File: src/rtl/bin_to_bcd_seq_if.sv
// Handshake and result bus between a binary source and the iterative BCD converter.
// The driver uses the master modport; the converter uses the slave modport.
interface bin_to_bcd_seq_if #(
    parameter int BIN_W  = 16,
    parameter int DIGITS = 5
);
    logic                  start;
    logic [BIN_W-1:0]      bin_in;
    logic                  enable;
    logic                  blank_lz;
    logic                  busy;
    logic                  done;
    logic                  valid;
    logic                  overflow;
    logic [4*DIGITS-1:0]   bcd_out;

    modport master (
        output start, bin_in, enable, blank_lz,
        input  busy, done, valid, overflow, bcd_out
    );

    modport slave (
        input  start, bin_in, enable, blank_lz,
        output busy, done, valid, overflow, bcd_out
    );
endinterface

File: src/rtl/bin_to_bcd_seq.sv
// Iterative shift-add-3 binary-to-BCD converter with a start/done handshake,
// a sticky overflow flag and registered digits that are masked for display.
module bin_to_bcd_seq #(
    parameter int         BIN_W      = 16,
    parameter int         DIGITS     = 5,
    parameter logic [3:0] NULL_VALUE = 4'b1111
) (
    input logic             clk,
    input logic             rst_n,
    bin_to_bcd_seq_if.slave bus
);
    localparam int CNT_W = $clog2(BIN_W + 1);
    localparam int SCR_W = 4 * DIGITS;

    generate
        if (NULL_VALUE < 4'd10) begin : g_bad_null
            $error("bin_to_bcd_seq: NULL_VALUE must be a non-decimal code (>= 10)");
        end
    endgenerate

    typedef enum logic [1:0] {
        S_IDLE  = 2'd0,
        S_SHIFT = 2'd1,
        S_DONE  = 2'd2
    } state_e;

    state_e             state_q, state_d;
    logic [BIN_W-1:0]   opnd_q, opnd_d;
    logic [SCR_W-1:0]   scratch_q, scratch_d;
    logic [SCR_W-1:0]   adj;
    logic               ovf_q, ovf_d;
    logic [CNT_W-1:0]   cnt_q, cnt_d;
    logic [SCR_W-1:0]   result_q, result_d;
    logic               overflow_q, overflow_d;
    logic               valid_q, valid_d;
    logic               done_q, done_d;
    logic [SCR_W-1:0]   display;
    logic               seen_nz;

    // Pre-shift correction so that each digit carries into its neighbour at ten.
    always_comb begin
        adj = scratch_q;
        for (int k = 0; k < DIGITS; k++) begin
            if (scratch_q[4*k +: 4] >= 4'd5) begin
                adj[4*k +: 4] = scratch_q[4*k +: 4] + 4'd3;
            end
        end
    end

    always_comb begin
        state_d    = state_q;
        opnd_d     = opnd_q;
        scratch_d  = scratch_q;
        ovf_d      = ovf_q;
        cnt_d      = cnt_q;
        result_d   = result_q;
        overflow_d = overflow_q;
        valid_d    = valid_q;
        done_d     = 1'b0;

        case (state_q)
            S_IDLE: begin
                if (bus.start) begin
                    opnd_d    = bus.bin_in;
                    scratch_d = '0;
                    ovf_d     = 1'b0;
                    cnt_d     = CNT_W'(BIN_W);
                    state_d   = S_SHIFT;
                end
            end
            S_SHIFT: begin
                // A bit leaving the top digit is a carry of 10^DIGITS: drop it, remember it.
                {scratch_d, opnd_d} = {adj[SCR_W-2:0], opnd_q, 1'b0};
                ovf_d = ovf_q | adj[SCR_W-1];
                cnt_d = cnt_q - CNT_W'(1);
                if (cnt_q == CNT_W'(1)) begin
                    state_d = S_DONE;
                end
            end
            S_DONE: begin
                result_d   = scratch_q;
                overflow_d = ovf_q;
                valid_d    = 1'b1;
                done_d     = 1'b1;
                state_d    = S_IDLE;
            end
            default: begin
                state_d = S_IDLE;
            end
        endcase
    end

    always_ff @(posedge clk) begin
        if (!rst_n) begin
            state_q    <= S_IDLE;
            opnd_q     <= '0;
            scratch_q  <= '0;
            ovf_q      <= 1'b0;
            cnt_q      <= '0;
            result_q   <= '0;
            overflow_q <= 1'b0;
            valid_q    <= 1'b0;
            done_q     <= 1'b0;
        end else begin
            state_q    <= state_d;
            opnd_q     <= opnd_d;
            scratch_q  <= scratch_d;
            ovf_q      <= ovf_d;
            cnt_q      <= cnt_d;
            result_q   <= result_d;
            overflow_q <= overflow_d;
            valid_q    <= valid_d;
            done_q     <= done_d;
        end
    end

    // Walk from the top digit down; digits are blank until the first non-zero one.
    always_comb begin
        display = '0;
        seen_nz = 1'b0;
        for (int k = DIGITS - 1; k >= 0; k--) begin
            seen_nz = seen_nz | (result_q[4*k +: 4] != 4'd0);
            if (!bus.enable || !valid_q) begin
                display[4*k +: 4] = NULL_VALUE;
            end else if (bus.blank_lz && !seen_nz && (k != 0)) begin
                display[4*k +: 4] = NULL_VALUE;
            end else begin
                display[4*k +: 4] = result_q[4*k +: 4];
            end
        end
    end

    assign bus.busy     = (state_q == S_SHIFT);
    assign bus.done     = done_q;
    assign bus.valid    = valid_q;
    assign bus.overflow = overflow_q;
    assign bus.bcd_out  = display;

endmodule

File: src/flat_wrapper.sv
// flat-port wrapper written by rule: the top's interface ports become plain ports
module bin_to_bcd_seq_flat 
#(
    parameter int         BIN_W      = 16,
    parameter int         DIGITS     = 5,
    parameter logic [3:0] NULL_VALUE = 4'b1111
)
  (clk, rst_n, bus_start, bus_bin_in, bus_enable, bus_blank_lz, bus_busy, bus_done, bus_valid, bus_overflow, bus_bcd_out);
  bin_to_bcd_seq_if #(.BIN_W(BIN_W), .DIGITS(DIGITS)) bus_i ();
  input logic clk;
  input logic rst_n;
  input wire logic [$bits(bus_i.start)-1:0] bus_start;
  input wire logic [$bits(bus_i.bin_in)-1:0] bus_bin_in;
  input wire logic [$bits(bus_i.enable)-1:0] bus_enable;
  input wire logic [$bits(bus_i.blank_lz)-1:0] bus_blank_lz;
  output wire logic [$bits(bus_i.busy)-1:0] bus_busy;
  output wire logic [$bits(bus_i.done)-1:0] bus_done;
  output wire logic [$bits(bus_i.valid)-1:0] bus_valid;
  output wire logic [$bits(bus_i.overflow)-1:0] bus_overflow;
  output wire logic [$bits(bus_i.bcd_out)-1:0] bus_bcd_out;
  assign bus_i.start = bus_start;
  assign bus_i.bin_in = bus_bin_in;
  assign bus_i.enable = bus_enable;
  assign bus_i.blank_lz = bus_blank_lz;
  assign bus_busy = bus_i.busy;
  assign bus_done = bus_i.done;
  assign bus_valid = bus_i.valid;
  assign bus_overflow = bus_i.overflow;
  assign bus_bcd_out = bus_i.bcd_out;
  bin_to_bcd_seq #(.BIN_W(BIN_W), .DIGITS(DIGITS), .NULL_VALUE(NULL_VALUE)) u_core (.clk(clk), .rst_n(rst_n), .bus(bus_i));
endmodule
File: config.mk
export PLATFORM = sky130hd
export DESIGN_NAME = bin_to_bcd_seq_flat
export DESIGN_NICKNAME = d
export VERILOG_FILES = /design/src/rtl/bin_to_bcd_seq_if.sv /design/src/rtl/bin_to_bcd_seq.sv /design/src/flat_wrapper.sv
export SDC_FILE = /design/constraint.sdc
export NUM_CORES = 1
export LEC_CHECK = 0
export ABC_CLOCK_PERIOD_IN_PS = 4700
export CORE_MARGIN = 4
export CORE_UTILIZATION = 38
export CTS_CLUSTER_SIZE = 20
export DETAILED_ROUTE_END_ITERATION = 6
export GPL_ROUTABILITY_DRIVEN = 1
export SYNTH_ARGS = -nofsm -noshare
export SYNTH_HDL_FRONTEND = slang
export SYNTH_SLANG_ARGS = --single-unit
File: constraint.sdc
create_clock -name clk -period 4.7 [get_ports clk]
set_clock_uncertainty 0.05 [all_clocks]
set_input_delay 0.94 -clock clk [delete_from_list [all_inputs] [get_ports clk]]
set_output_delay 0.94 -clock clk [all_outputs]
set_load 0.02 [all_outputs]
==> impl_metrics.ini, run 1 <==
[status]
run_status = completed

[routing]
number_of_drc_violations_after_detailed_routing_iteration_0 = 79
num_vias = 2787
wl_per_cell_um = 13.3
vias_per_cell = 5.16
dr.pass1.iters = 4
routed_wirelength_um = 7160
route.detailed.drc = 0
drt.antenna.violating_nets = 0

[logic_synthesis]
async_flop_share = 0
synth_top_cells_by_count = sky130_fd_sc_hd__nand2_1 (74), sky130_fd_sc_hd__dfxtp_1 (67), sky130_fd_sc_hd__a21boi_1 (24)
synth.yosys.warnings = 0
synthXorXnorAreaFrac = 0.0298
synth_edf_count = 0
synth.mux.area_fraction = 0.0205
post_synth_and_or_nand_nor_area_fraction = 0.218
synth-seq-cells = 67
post_synth_num_cell_types = 46
synth_compound_area_frac = 0.222
synth.largest_area_cell = sky130_fd_sc_hd__dfxtp_1
synthesis.instances = 396
synth_top_family_by_area = compound AO/OA/AOI/OAI gates
yosys_top_cell_area_share = 0.415
yosys.cell_count.top_type = sky130_fd_sc_hd__nand2_1
synth_adder_area_share = 0.0465
number_of_nets_produced_by_synthesis = 429
dominantRegCellSynth = sky130_fd_sc_hd__dfxtp_1
synthTopCellsByArea = sky130_fd_sc_hd__dfxtp_1 (42%), sky130_fd_sc_hd__nand2_1 (8.6%), sky130_fd_sc_hd__a21boi_1 (5.6%), sky130_fd_sc_hd__ha_1 (4.6%), sky130_fd_sc_hd__o21ai_1 (3.6%)
syn_area_per_cell_um2 = 8.16
synth.cell_area_um2 = 3230
yosysSeqAreaShare = 0.415

[final_layout]
synthToLayoutAreaGrowth_pct = 20.7
multiInputGateArea_um2 = 1730
final_nets = 465
diodes_inserted = 0
final-seq-area_um2 = 1340
layout-drive-gt1-share = 0.0713
fillers = 854
finish.cell_count_without_fillers = 540
post-route-cell-area_um2 = 3900
finish.utilization = 0.472

[sta]
grt_setup_unrepaired = false
slew_headroom = 0.539
worst_slack_ps = 1060
layout_worst_path_cycle_share = 0.774
setup_viol = 0
timing_hold_violations_final = 0
drv_slew = 0
max_slew.worst_pin.slew_ps = 689
totalNegativeSetupSlack_ps = 0
period_needed_ps = 3640
clock.fmax_mhz = 275

[global_routing]
grt_overflow_total = 0
global_route.usage.total = 0.151
grt_antenna_before_repair = 0
first_global_vias = 2673
grt_first_pass_wirelength_um = 12300
grt_max_degree = 48

[clock_network]
cts_resized = 0
cts_tree = yes
cts-htree-levels = 3
clkLatencyLatePin_ps = 340
clock_tree.buffer_depth = 2
clk_pin_slew_worst_paths_ps = 70
cts_hold_buf = 0
cts_root_buffer = sky130_fd_sc_hd__clkbuf_8
post-cts-setup-buffers = 0
cts_inserted_buffers = 9
clkSinkCount = 67

[worst_setup_path]
cp.arrival_ps = 2650
reg2reg_slack_ps = 2450
start_kind = input port
path_cells = clkdlybuf4s50_1 -> nand2_1 -> a31o_2 -> or2_1 -> clkdlybuf4s50_1
cp.buffers_inverters = 2
worst_path_dominant_cell_family = buffers and inverters
crit_path_max_fanout = 11
required_time_worst_endpoint_ps = 3710
path_common_cell = sky130_fd_sc_hd__clkdlybuf4s50_1
cp_slowest_stage_delay_ps = 540
timing.critical_path.to_type = output port
crit_path_top_delay_cell = sky130_fd_sc_hd__clkdlybuf4s50_1
crit_type = input port to output port

[placed_design]
placedCellCount = 526
gpl.final_weighted_congestion = 0.732
dp_slack_ps = 1060
port_buffers = 44
placement.cell_area_um2 = 3720
detailedPlacementHpwl_um = 4910

[floorplan]
design.die.area_um2 = 10000
die_boundary_width_um = 100
initial_core_util = 0.391
rows = 33
die_height_um = 100
ios = 45
floorplan.core_area_um2 = 8260

[power_and_ir_drop]
vdd_drop_max_v = 0.000129
p_per_area_nw_per_um2 = 304
p_leak_nw = 1.35

[job]
cap_viol_max_count = 0

[worst_hold_path]
hold_path.class = flop to flop
[layout by cell type, fill, tap and decap left out, types with 2 or more instances in the layout]
cell	instances
sky130_fd_sc_hd__a211o_1	3
sky130_fd_sc_hd__a21boi_0	2
sky130_fd_sc_hd__a21boi_1	24
sky130_fd_sc_hd__a21oi_1	22
sky130_fd_sc_hd__a22oi_1	2
sky130_fd_sc_hd__and2_1	3
sky130_fd_sc_hd__and3_1	3
sky130_fd_sc_hd__buf_4	2
sky130_fd_sc_hd__clkbuf_8	10
sky130_fd_sc_hd__clkdlybuf4s50_1	44
sky130_fd_sc_hd__clkinv_2	2
sky130_fd_sc_hd__dfxtp_1	67
sky130_fd_sc_hd__ha_1	12
sky130_fd_sc_hd__inv_1	12
sky130_fd_sc_hd__inv_2	3
sky130_fd_sc_hd__mux2_1	2
sky130_fd_sc_hd__mux2_2	3
sky130_fd_sc_hd__nand2_1	74
sky130_fd_sc_hd__nand2b_1	12
sky130_fd_sc_hd__nand3_1	6
sky130_fd_sc_hd__nor2_1	18
sky130_fd_sc_hd__nor2b_1	4
sky130_fd_sc_hd__nor3_1	5
sky130_fd_sc_hd__nor4_1	5
sky130_fd_sc_hd__o21a_1	2
sky130_fd_sc_hd__o21ai_0	19
sky130_fd_sc_hd__o21ai_1	23
sky130_fd_sc_hd__o221ai_1	5
sky130_fd_sc_hd__o22ai_1	4
sky130_fd_sc_hd__o31ai_1	4
sky130_fd_sc_hd__or2_1	8
sky130_fd_sc_hd__or2_2	4
sky130_fd_sc_hd__xnor2_1	6
sky130_fd_sc_hd__xor2_1	5
[stage by stage]
step / hold slack, ps / power, mW
finish: 402 / 1.19
floorplan: 380 / 0.700
global placement: 388 / 0.739
detailed placement: 393 / 0.741
CTS: 403 / 1.20
global route: 423 / 1.24
[worst reg2reg max path: cells and delay by family (launching register included)]
family | cells | cell delay [ps]
buf+inv | 1 | 340
flops | 1 | 640
simple gates | 3 | 1120
[per-layer routing]
metal  track usage  part of all wire
met1         0.193              0.50
met4        0.0508             0.013
met5             0                 0
met2         0.245              0.44
met3        0.0417             0.044
[power by group]
group / internal, mW / total [mW] / leakage [nW] / switching, mW
sequential: 0.589 / 0.607 / 0.545 / 0.0177
clock: 0.252 / 0.459 / 0.0950 / 0.207
combinational: 0.0552 / 0.121 / 0.713 / 0.0659
total: 0.897 / 1.19 / 1.35 / 0.290
[layout make-up]
cell class,count,share of cell area
clock buffers,11,0.0363
flip-flops and latches,67,0.344
repair buffers,46,0.117
inverters,15,0.0144
well taps,105,0.0337
multi-input cells,293,0.444
clock inverters,3,0.0103
[registers in the layout, summed over array words and instances (netlist names)]
| signal | count |
|---|---|
| u_core.scratch_q | 20 |
| u_core.bus.valid | 1 |
| u_core.bus.done | 1 |
| u_core.state_q | 2 |
| u_core.bus.overflow | 1 |
| u_core.opnd_q | 16 |
| u_core.result_q | 20 |
| u_core.ovf_q | 1 |
| u_core.cnt_q | 5 |
[cell families (layout without fill, tap and decap cells)]
family | after synthesis | in the layout
fa+ha+maj | 12 | 12
mux | 6 | 6
flops | 67 | 67
compound gates | 115 | 115
xor+xnor | 11 | 11
simple gates | 149 | 149
buf+inv | 36 | 75
[final timing paths]
check | from | depth (start not counted) | endpoint
worst max register to register | u_core.state_q[0]$_SDFFE_PN0P_ | 4 | u_core.state_q[1]$_SDFFE_PN0P_
worst min register to register | u_core.result_q[2]$_SDFFE_PN0P_ | 2 | u_core.result_q[2]$_SDFFE_PN0P_
worst max-delay path | bus_enable | 5 | bus_bcd_out[15]
worst min-delay path | u_core.result_q[2]$_SDFFE_PN0P_ | 2 | u_core.result_q[2]$_SDFFE_PN0P_
No activity file was read; power rests on OpenSTA's default activity.
==> inputs of run 2 (changes only) <==
Settings changed: ABC_CLOCK_PERIOD_IN_PS 4700 to 3500.
Clock period 4.7 ns to 3.5 ns, I/O delays scaled along.
==> run 2 against run 1 <==
Net effect: global-route usage about the same; routed wire length up 1.6%; first-iteration DRC count up 28%; largest cell class unchanged; total power rose by 42%; combinational power up 38%; non-clock buffer count rose by 3; worst setup slack got worse by 710 ps; utilization is 0.68 points higher; register-to-register slack got worse by 830 ps; sequential power up 34%; clock power grew 54%; critical path depth stayed put; highest routed layer unchanged.
==> impl_metrics.ini, run 2 (synthesis gave the netlist of run 1 again) <==
[status]
run_status = completed

[clock_network]
post-cts-setup-buffers = 0
cts_root_buffer = sky130_fd_sc_hd__clkbuf_8
cts_hold_buf = 0
cts-htree-levels = 3
clock_tree.buffer_depth = 2
clkLatencyLatePin_ps = 340
clkSinkCount = 67
clk_pin_slew_worst_paths_ps = 70
cts_resized = 0
cts_tree = yes
cts_inserted_buffers = 9

[sta]
clock.fmax_mhz = 317
period_needed_ps = 3150
grt_setup_unrepaired = false
slew_headroom = 0.544
timing_hold_violations_final = 0
setup_viol = 0
hold-worst-slack_ps = 396
layout_worst_path_cycle_share = 0.901
max_slew.worst_pin.slew_ps = 682
totalNegativeSetupSlack_ps = 0
drv_slew = 0
worst_slack_ps = 347

[global_routing]
met2_grt_util = 0.243
grt_max_degree = 47
global_route.usage.met1 = 0.195
first_global_vias = 2676
met3_track_usage_gr = 0.0292
grt_first_pass_wirelength_um = 12300
global_route.usage.total = 0.151
grt_overflow_total = 0
globalRoute.busiestLayer = met2
grt_antenna_before_repair = 0

[floorplan]
rows = 33
design.die.area_um2 = 10000
floorplan.core_area_um2 = 8260
initial_core_util = 0.391
die_boundary_width_um = 100
ios = 45
die_height_um = 100

[worst_setup_path]
path_cells = clkdlybuf4s50_1 -> nand2_1 -> a31o_2 -> or2_1 -> clkdlybuf4s50_1
path_common_cell = sky130_fd_sc_hd__clkdlybuf4s50_1
worst_path_dominant_cell_family = buffers and inverters
critical_path.startpoint = bus_enable
cp_slowest_stage_delay_ps = 540
required_time_worst_endpoint_ps = 2750
cp.buffers_inverters = 2
start_kind = input port
crit_type = input port to output port
crit_path_top_delay_cell = sky130_fd_sc_hd__clkdlybuf4s50_1
timing.critical_path.to_type = output port
timing.rr.start = u_core.state_q[0]$_SDFFE_PN0P_
cp.arrival_ps = 2400
crit_path_max_fanout = 11

[worst_hold_path]
holdCritStartpoint = u_core.ovf_q$_SDFFE_PN0P_
hold_path.class = flop to flop

[power_and_ir_drop]
vdd_drop_max_v = 0.000219
p_leak_nw = 1.38
p_per_area_nw_per_um2 = 427

[routing]
vias_per_cell = 5.07
dr.pass1.iters = 4
route.detailed.drc = 0
drt.antenna.violating_nets = 0
wl_per_cell_um = 13.4
number_of_drc_violations_after_detailed_routing_iteration_0 = 101
routed_wirelength_um = 7270
num_vias = 2753

[job]
cap_viol_max_count = 0

[final_layout]
layout.cells.most_common = sky130_fd_sc_hd__nand2_1
layout.cells.most_common_list = sky130_fd_sc_hd__nand2_1 (74), sky130_fd_sc_hd__dfxtp_1 (67), sky130_fd_sc_hd__clkdlybuf4s50_1 (44), sky130_fd_sc_hd__a21boi_1 (24), sky130_fd_sc_hd__o21ai_1 (23)
diodes_inserted = 0
reg_top3 = u_core.result_q x20, u_core.scratch_q x20, u_core.opnd_q x16
final_nets = 468
layout-drive-gt1-share = 0.0776
synthToLayoutAreaGrowth_pct = 22.4

[placed_design]
detailedPlacementHpwl_um = 5060
gpl.final_weighted_congestion = 0.755
dp_slack_ps = 338
port_buffers = 44
## run 2: changes by cell type in the layout (fill, tap and decap cells not counted)
cell,previous run,this run
sky130_fd_sc_hd__bufinv_16,1,2
sky130_fd_sc_hd__buf_4,2,5
sky130_fd_sc_hd__clkinv_2,2,0
sky130_fd_sc_hd__clkbuf_8,10,11
## run 2: final cells by class
| class | count | area (um^2) |
|---|---|---|
| Sequential cell | 67 | 1340 |
| Clock inverter | 2 | 60.1 |
| Timing Repair Buffer | 49 | 478 |
| Inverter | 15 | 56.3 |
| Tap cell | 105 | 131 |
| Clock buffer | 12 | 155 |
| Fill cell | 834 | 4300 |
| Multi-Input combinational cell | 293 | 1730 |
## run 2: final timing paths
path                                 endpoint  slack [ps]  cells after the start
max                           bus_bcd_out[15]         350                      5
max reg2reg  u_core.result_q[17]$_SDFFE_PN0P_        1620                      4
min reg2reg  u_core.bus.overflow$_SDFFE_PN0P_         400                      2
min          u_core.bus.overflow$_SDFFE_PN0P_         400                      2
## run 2: tightest hold or removal path: stages (launching register included)
cell                       delay, ps
sky130_fd_sc_hd__dfxtp_1         310
sky130_fd_sc_hd__nand2_1          50
sky130_fd_sc_hd__a21boi_1         50
## run 2: metal layers
metal  vias to the layer above  routed length [um]
met3                         5                 397
li1                       1433                   -
met4                         0                  49
met2                        66                3240
met5                         -                   0
met1                      1249                3590
## run 2: power breakdown
part	internal [mW]	leakage (nW)	total [mW]	switching, mW
registers	0.791	0.545	0.815	0.0239
logic	0.0776	0.728	0.167	0.0895
clock network	0.433	0.109	0.708	0.275
total	1.30	1.38	1.69	0.388
## run 2: through the flow
stage | utilization | cell area [um^2] | total power, mW | cells
2_1_floorplan | - | 3230 | 0.939 | 396
3_3_place_gp | 0.453 | 3740 | 0.997 | 529
3_5_place_dp | 0.453 | 3740 | 1.00 | 529
4_1_cts | 0.479 | 3960 | 1.71 | 543
5_1_grt | 0.479 | 3960 | 1.76 | 543
6_report | 0.479 | 3960 | 1.69 | 543
